**src/rtl/serdes_pkg.sv**
```systemverilog
// Shared definitions for the serial/parallel conversion blocks.
package serdes_pkg;

  // Bit-order encodings carried on cfg_msb_first-style configuration inputs.
  localparam logic LSB_FIRST = 1'b0;
  localparam logic MSB_FIRST = 1'b1;

  // Width needed to hold a bit count from 0 up to and including max_width.
  function automatic int clog2_cnt(input int max_width);
    return $clog2(max_width + 1);
  endfunction

endpackage

```
**src/rtl/deser_out_reg.sv**
```systemverilog
// One-word output holding register for assembled words.
//
// Handshake: a word transfers on a rising edge where out_valid && out_ready.
// Once out_valid is high, out_data/out_width stay stable until that transfer.
// The producer may only assert load when the register is empty or is being
// drained on the same edge; a load then replaces the drained word and
// out_valid stays high.
module deser_out_reg
  import serdes_pkg::*;
#(
  parameter int MAX_WIDTH = 32,
  parameter int CNT_BITS  = clog2_cnt(MAX_WIDTH)
) (
  input  logic                 clock,
  input  logic                 reset,
  input  logic                 flush,
  input  logic                 load,
  input  logic [MAX_WIDTH-1:0] load_data,
  input  logic [CNT_BITS-1:0]  load_width,
  input  logic                 out_ready,
  output logic                 out_valid,
  output logic [MAX_WIDTH-1:0] out_data,
  output logic [CNT_BITS-1:0]  out_width
);

  // Load / drain / load-while-draining; flush discards the held word.
  always_ff @(posedge clock or negedge reset) begin
    if (!reset) begin
      out_valid <= 1'b0;
      out_data  <= '0;
      out_width <= '0;
    end else if (flush) begin
      out_valid <= 1'b0;
      out_data  <= '0;
      out_width <= '0;
    end else if (load) begin
      out_valid <= 1'b1;
      out_data  <= load_data;
      out_width <= load_width;
    end else if (out_valid && out_ready) begin
      out_valid <= 1'b0;
    end
  end

endmodule

```
**src/rtl/serial_deserializer.sv**
```systemverilog
// Serial-to-parallel converter: LANES bits per beat into words of run-time
// width, with selectable bit order, back-pressure, flush and a sticky
// configuration-error flag.
//
// Handshake: input beats transfer on a rising edge where in_valid && in_ready;
// output words transfer where out_valid && out_ready. in_ready only drops for
// the beat that would complete a word while the previous word is still held
// and not being taken this cycle, so partial beats keep flowing under stall.
module serial_deserializer
  import serdes_pkg::*;
#(
  parameter int MAX_WIDTH = 32,
  parameter int LANES     = 1,
  parameter int CNT_BITS  = clog2_cnt(MAX_WIDTH)
) (
  input  logic                 clock,
  input  logic                 reset,
  input  logic                 flush,
  input  logic [CNT_BITS-1:0]  cfg_width,
  input  logic                 cfg_msb_first,
  input  logic                 in_valid,
  input  logic [LANES-1:0]     in_data,
  output logic                 in_ready,
  output logic                 out_valid,
  input  logic                 out_ready,
  output logic [MAX_WIDTH-1:0] out_data,
  output logic [CNT_BITS-1:0]  out_width,
  output logic                 cfg_err
);

  localparam logic [CNT_BITS-1:0] MAX_W     = CNT_BITS'(MAX_WIDTH);
  localparam logic [CNT_BITS-1:0] LANE_STEP = CNT_BITS'(LANES);

  logic                 running;
  logic [CNT_BITS-1:0]  cnt;
  logic [CNT_BITS-1:0]  w_lat;
  logic                 msb_lat;
  logic [MAX_WIDTH-1:0] partial;

  logic                 cfg_illegal;
  logic [CNT_BITS-1:0]  cfg_w_safe;
  logic                 word_start;
  logic [CNT_BITS-1:0]  w_eff;
  logic                 msb_eff;
  logic                 last_beat;
  logic                 accept;
  logic                 complete;
  logic [MAX_WIDTH-1:0] partial_next;
  logic [CNT_BITS-1:0]  pos;

  // Sanitise the requested width; illegal widths fall back to MAX_WIDTH.
  always_comb begin
    cfg_illegal = (cfg_width == '0) || (cfg_width > MAX_W) ||
                  ((cfg_width % LANE_STEP) != '0);
    cfg_w_safe  = cfg_illegal ? MAX_W : cfg_width;
  end

  // At word start the live configuration applies to the first beat; later
  // beats use the latched copy so mid-word changes have no effect.
  always_comb begin
    word_start = (cnt == '0);
    w_eff      = word_start ? cfg_w_safe : w_lat;
    msb_eff    = word_start ? cfg_msb_first : msb_lat;
    last_beat  = ((cnt + LANE_STEP) == w_eff);
    in_ready   = running && !(out_valid && !out_ready && last_beat);
    accept     = in_valid && in_ready && !flush;
    complete   = accept && last_beat;
  end

  // Place each lane bit of the current beat into its word position.
  always_comb begin
    partial_next = partial;
    pos          = '0;
    for (int k = 0; k < LANES; k++) begin
      if (msb_eff == LSB_FIRST) begin
        pos = cnt + CNT_BITS'(k);
      end else begin
        pos = w_eff - CNT_BITS'(1) - cnt - CNT_BITS'(k);
      end
      partial_next = partial_next | (MAX_WIDTH'(in_data[k]) << pos);
    end
  end

  // Bit counter, partial word, config latch and sticky error flag.
  always_ff @(posedge clock or negedge reset) begin
    if (!reset) begin
      running <= 1'b0;
      cnt     <= '0;
      w_lat   <= '0;
      msb_lat <= 1'b0;
      partial <= '0;
      cfg_err <= 1'b0;
    end else begin
      running <= 1'b1;
      if (flush) begin
        cnt     <= '0;
        partial <= '0;
      end else if (accept) begin
        if (word_start) begin
          w_lat   <= cfg_w_safe;
          msb_lat <= cfg_msb_first;
          if (cfg_illegal) begin
            cfg_err <= 1'b1;
          end
        end
        if (complete) begin
          cnt     <= '0;
          partial <= '0;
        end else begin
          cnt     <= cnt + LANE_STEP;
          partial <= partial_next;
        end
      end
    end
  end

  deser_out_reg #(
    .MAX_WIDTH (MAX_WIDTH),
    .CNT_BITS  (CNT_BITS)
  ) u_out_reg (
    .clock      (clock),
    .reset      (reset),
    .flush      (flush),
    .load       (complete),
    .load_data  (partial_next),
    .load_width (w_eff),
    .out_ready  (out_ready),
    .out_valid  (out_valid),
    .out_data   (out_data),
    .out_width  (out_width)
  );

endmodule

```
**config.mk**
```make
export PLATFORM = sky130hd
export DESIGN_NAME = serial_deserializer
export DESIGN_NICKNAME = d
export VERILOG_FILES = /design/src/rtl/serdes_pkg.sv /design/src/rtl/deser_out_reg.sv /design/src/rtl/serial_deserializer.sv
export SDC_FILE = /design/constraint.sdc
export NUM_CORES = 1
export LEC_CHECK = 0
export ABC_AREA = 1
export BUFFER_PORTS_ARGS = -buffer_cell sky130_fd_sc_hd__buf_2
export CAP_MARGIN = 30
export CORE_UTILIZATION = 45
export CTS_BUF_LIST = sky130_fd_sc_hd__clkbuf_16
export DETAILED_ROUTE_END_ITERATION = 8
export PLACE_DENSITY = 0.66
export SETUP_SLACK_MARGIN = 0.02
export SLEW_MARGIN = 15
export SYNTH_ARGS = -nofsm -noshare
export SYNTH_HDL_FRONTEND = slang
export SYNTH_SLANG_ARGS = --single-unit
```
**constraint.sdc**
```tcl
create_clock -name clock -period 5.2 [get_ports clock]
set_input_delay 0.78 -clock clock [delete_from_list [all_inputs] [get_ports clock]]
set_output_delay 0.78 -clock clock [all_outputs]
set_load 0.01 [all_outputs]
```
Word level (Yosys, flattened, before mapping)
Index checks and enable logic that the tools add are counted.

Register bits: 86. Output and inout port bits: 41.

Order comparisons: 1. Shifts and indexed selects: 1. Bitwise gates (word level): 2. $add $sub $neg: 3. Reductions and logical operators: 18. Eq/ne operators: 1. Multiplexer cells: 17.

Operators with widths (number): $mux W32 (5); $mux W6 (8); $or A32 B32 Y32 (1); $shl A1 B6 Y32 (1); $logic_not A6 Y1 (2); $logic_and A1 B1 Y1 (7); $add A6 B1 Y6 const B (1); $eq A6 B6 Y1 (1); $gt A6 B6 Y1 const B (1); $sub A6 B1 Y6 const B (1); $sub A6 B6 Y6 (1); $mux W1 (4); $reduce_and A4 Y1 (1); $reduce_bool A2 Y1 (2); $logic_not A1 Y1 (3); $reduce_bool A3 Y1 (1); $reduce_and A2 Y1 (1); $logic_or A1 B1 Y1 (1); $not A1 Y1 (1).

Depth between registers and ports, before layout
Depth after elaboration: 14. Depth in mapped cells: 24. Mapped depth without buffers: 23.

By module
Synthesis repeated with hierarchy kept, for this count alone.

Cell total of the unflattened synthesis: 587. Area, all modules: 4899.7 sq um.

By module, submodules not included: serial_deserializer (cells each 416, times used 1, area each 3340.7 sq um); deser_out_reg (cells each 171, times used 1, area each 1559.0 sq um).

Worst setup path before layout
No wires, ideal clock.

Path type: register -> register. From: register cnt[1]. To: register u_out_reg.out_data[2]. Buffers on the path: 1. Data required time: 5135 ps. Stages on the path, launching flop included: 22. Path slack: 2032 ps. Arrival time: 3104 ps. Library setup time: 65 ps. Path through: dfrtp_1 > inv_1 > ha_1 > nand2_2 > nor2_8 > nand3_1 > o21ai_0 > ha_1 > inv_1 > fa_1 > nand3b_1 > nand2_1 > xnor2_1 > nand2_1 > nand2_2 > buf_2 > nand4_1 > nor2_1 > nor2_1 > nor2_1 > nand2_1 > nand2_1.

Word-level cells in the longest chain between the ends: 10. Elaborated cells on any way between the ends: 19. Classes of those cells: 3 x add/sub; 1 x eq/ne; 1 x shift; 5 x mux; 1 x bitwise; 8 x reduce/logical.

RTL lines: start: declaration (RTL line serial_deserializer.sv:35) `logic [CNT_BITS-1:0] cnt;`; start signal: assignment (RTL line serial_deserializer.sv:110) `cnt <= cnt + LANE_STEP;`; $logic_not A6 Y1 * (RTL line serial_deserializer.sv:61) `word_start = (cnt == '0);`; $mux W6 *; via u_out_reg.load_width[0] (RTL line deser_out_reg.sv:19) `input logic [CNT_BITS-1:0] load_width,`; branches (longest 8 deep; another with $sub A6 B1 Y6); end signal: assignment (RTL line deser_out_reg.sv:38) `out_data <= load_data;`; end: declaration (RTL line deser_out_reg.sv:22) `output logic [MAX_WIDTH-1:0] out_data,`.

Mark *: on every way through the listed nets, which the timed path passes. The select of a mux whose other input is x is not followed. A chain may end at the register's enable or synchronous reset.

Worst setup path in the final report
From: register cnt[1]. To: register u_out_reg.out_data[12].

Same word-level chain as after synthesis.

==> impl_metrics.toml <==
[outcome]
status = "complete, no violations"

[final_layout]
fin_cells = 822
area_growth_pct = 13.0
diodes = 0
final_util_pct = 52.9
drive_above_1_share_pct = 16.2
fin_nets = 703

[clocking]
cts_resized = 0
root_buffer = "clkbuf_16"
ctsHoldBuffers = 0
cts_htree_levels = 3
cts_buffer_depth = 2
cts.sinks = 86
cts_setup_buffers = 0
clk_latency_ns = 0.34
cts_tree = "done"
cts_buffers = 9
clk_pin_slew_ns = 0.07

[timing]
drv_slew = 0
setup_violations = 0
post-route-period-util_pct = 77.4
tns_ns = 0
hold_viol_final = 0
max_slew_margin_pct = 42.0
period_minus_slack_ns = 4.02
rsz0062_at_grt = "false"
fmax_mhz = 249
skew_ns = 0.00812
worst_pin_slew_ns = 0.868

[setup_path]
critPathSlowestCell = "dfrtp_1"
critPathRequiredTime_ns = 5.43
worstPathArrival_ns = 4.25
endpoint_kind = "register"
critPathKind = "register to register"
path_cells = "inv_1 -> ha_1 -> nand2_2 -> nor2_8 -> nand3_1 -> o21ai_0 -> ha_1 -> inv_1 -> fa_1 -> xnor2_1 -> inv_1 -> nand2_1 -> o21ai_1 -> inv_1 -> nand4_1 -> nor2_1 -> nor2_1 -> nor2_1 -> nand2_1 -> nand2_1"
path_buf_inv = 4
reg2reg_to = "u_out_reg.out_data[12]$_DFFE_PN0P_"
endpoint = "u_out_reg.out_data[12]$_DFFE_PN0P_"
reg2reg_slack_ns = 1.18
cp_top_family = "adder cells"
startpoint = "cnt[1]$_DFFE_PN0P_"
reg2reg_from = "cnt[1]$_DFFE_PN0P_"
max_stage_delay_ns = 0.47
cp_max_fo = 11
critPathLaunchType = "register"
reg2regPathDepth = 20
cp.depth = 20
critPathMostFrequentCell = "inv_1"

[yosys]
netlist.area_leader.share_pct = 44.3
synth.distinct_cells = 37
synth_commonest_cells = "nand2_1 (222), dfrtp_1 (86), nor2_1 (68)"
ys_async_sr_fraction_pct = 100
ys_ff_latch = 86
yosysMostFrequentCell = "nand2_1"
synthCells = 644
ys.flop_type = "dfrtp_1"
synth_area_per_cell_sq_um = 7.54
yosys.area.top_type = "dfrtp_1"
synth_area_sq_um = 4850
synth_fp_nets = 665
ys_seq_area_share_pct = 44.3
synth.area.top_cells = "dfrtp_1 (44%), nand2_1 (17%), nand3_1 (5.6%)"
synth-edff-count = 0
yosysWarningCount = 0

[floorplan]
rows = 37
coreArea_sq_um = 10400
dieArea_sq_um = 11200
dieWidth_um = 106
start_util_pct = 46.8
die_h_um = 106
boundaryPins = 54

[global_routing]
antenna_found_initial = 0
grt_pass1_wl_um = 20600
grt_max_degree = 55
overflow = 0
grt_pass1_vias = 4131
grt_usage_pct = 23.6

[drt]
vias = 4279
vias_per_cell = 5.21
wire_per_inst_um = 14.7
dr.pass1.iters = 5
drt-total-wl_um = 12100
initialDrtViolationCount = 293
postRouteAntennaNets = 0
drc = 0

[power_and_ir_drop]
powerDensity_nw_per_um2 = 314
p_leak_nw = 2.94
ir_drop_uv = 136

[place]
finalWeightedCongestion = 0.847
numPortBuffers = 53
dpl.hpwl_um = 8490
place_inst = 807

[worst_hold_path]
hold_path_class = "primary input to asynchronous set/reset pin"

[run]
drv_cap = 0
-- cell type report --
class,count,area [sq um]
Multi-Input combinational cell,470,2320
Tap cell,136,170
Fill cell,1032,4890
Clock buffer,9,225
Inverter,60,228
Timing Repair Buffer,55,303
Clock inverter,6,85.1
Sequential cell,86,2150
-- registers in the layout, summed over array words and instances (netlist names) --
signal	flops
u_out_reg.out_width	6
cnt	6
running	1
msb_lat	1
u_out_reg.out_data	32
partial	32
w_lat	6
u_out_reg.out_valid	1
cfg_err	1
-- routing by layer --
layer | GRT usage (%) | routed length, um
met1 | 32.6 | 5620
met2 | 38.0 | 5710
met3 | 4.45 | 558
met4 | 5.95 | 163
met5 | 0 | 0
-- worst reg2reg max path, stage by stage, from the launching register on --
cell     delay (ns)
dfrtp_1        0.47
inv_1          0.16
ha_1           0.32
nand2_2        0.13
nor2_8         0.16
nand3_1        0.08
o21ai_0        0.20
ha_1           0.30
inv_1          0.07
fa_1           0.39
xnor2_1        0.14
inv_1          0.05
nand2_1        0.05
o21ai_1        0.41
inv_1          0.38
nand4_1        0.21
nor2_1         0.05
nor2_1         0.14
nor2_1         0.06
nand2_1        0.08
nand2_1        0.05
-- through the flow --
step	hold slack [ns]	power, mW	setup slack [ns]	area [sq um]
4_1_cts	0.391	1.73	1.28	5480
2_1_floorplan	0.459	0.961	2.03	4850
5_1_grt	0.411	1.81	0.787	5480
6_report	0.381	1.72	1.18	5480
3_5_place_dp	0.450	1.04	1.30	5170
3_3_place_gp	0.434	1.04	1.48	5150
-- worst min-delay path by stage --
| stage | from | end | slack [ns] |
|---|---|---|---|
| 6_report | reset | u_out_reg.out_data[26]$_DFFE_PN0P_ | 0.38 |
| 2_1_floorplan | partial[2]$_DFFE_PN0P_ | partial[2]$_DFFE_PN0P_ | 0.46 |
| 3_5_place_dp | cfg_err$_DFFE_PN0P_ | cfg_err$_DFFE_PN0P_ | 0.45 |
| 4_1_cts | reset | u_out_reg.out_data[26]$_DFFE_PN0P_ | 0.39 |
| 5_1_grt | reset | u_out_reg.out_data[26]$_DFFE_PN0P_ | 0.41 |
| 3_3_place_gp | cfg_err$_DFFE_PN0P_ | cfg_err$_DFFE_PN0P_ | 0.43 |
-- placed cells by master, fill, tap and decap left out, types with 4 or more instances in the layout --
cell       count
o21ai_0        7
o21ai_1       27
dfrtp_1       86
nand2_2       19
nor2_4         4
ha_1           7
inv_1         54
nor2_1        68
nand2_1      222
inv_2          4
a21boi_1       7
a21oi_1        6
nand3_1       54
buf_2         52
nand4_1       21
clkbuf_16      9
-- kinds of logic (layout without fill, tap and decap cells) --
group           after synthesis  count (layout)  synth area share, %
compound gates               54              54                 6.65
xor+xnor                      5               5                0.902
fa+ha+maj                     8               8                 2.22
buf+inv                      88             130                 8.17
flops                        86              86                 44.3
other cells                   1               1               0.0773
simple gates                402             402                 37.6
-- where the power goes --
group	internal, mW	switching (mW)
Sequential	0.688	0.0107
Clock	0.417	0.269
Combinational	0.0896	0.246
Total	1.19	0.526
Note: power is estimated with default switching activity, not from simulation.
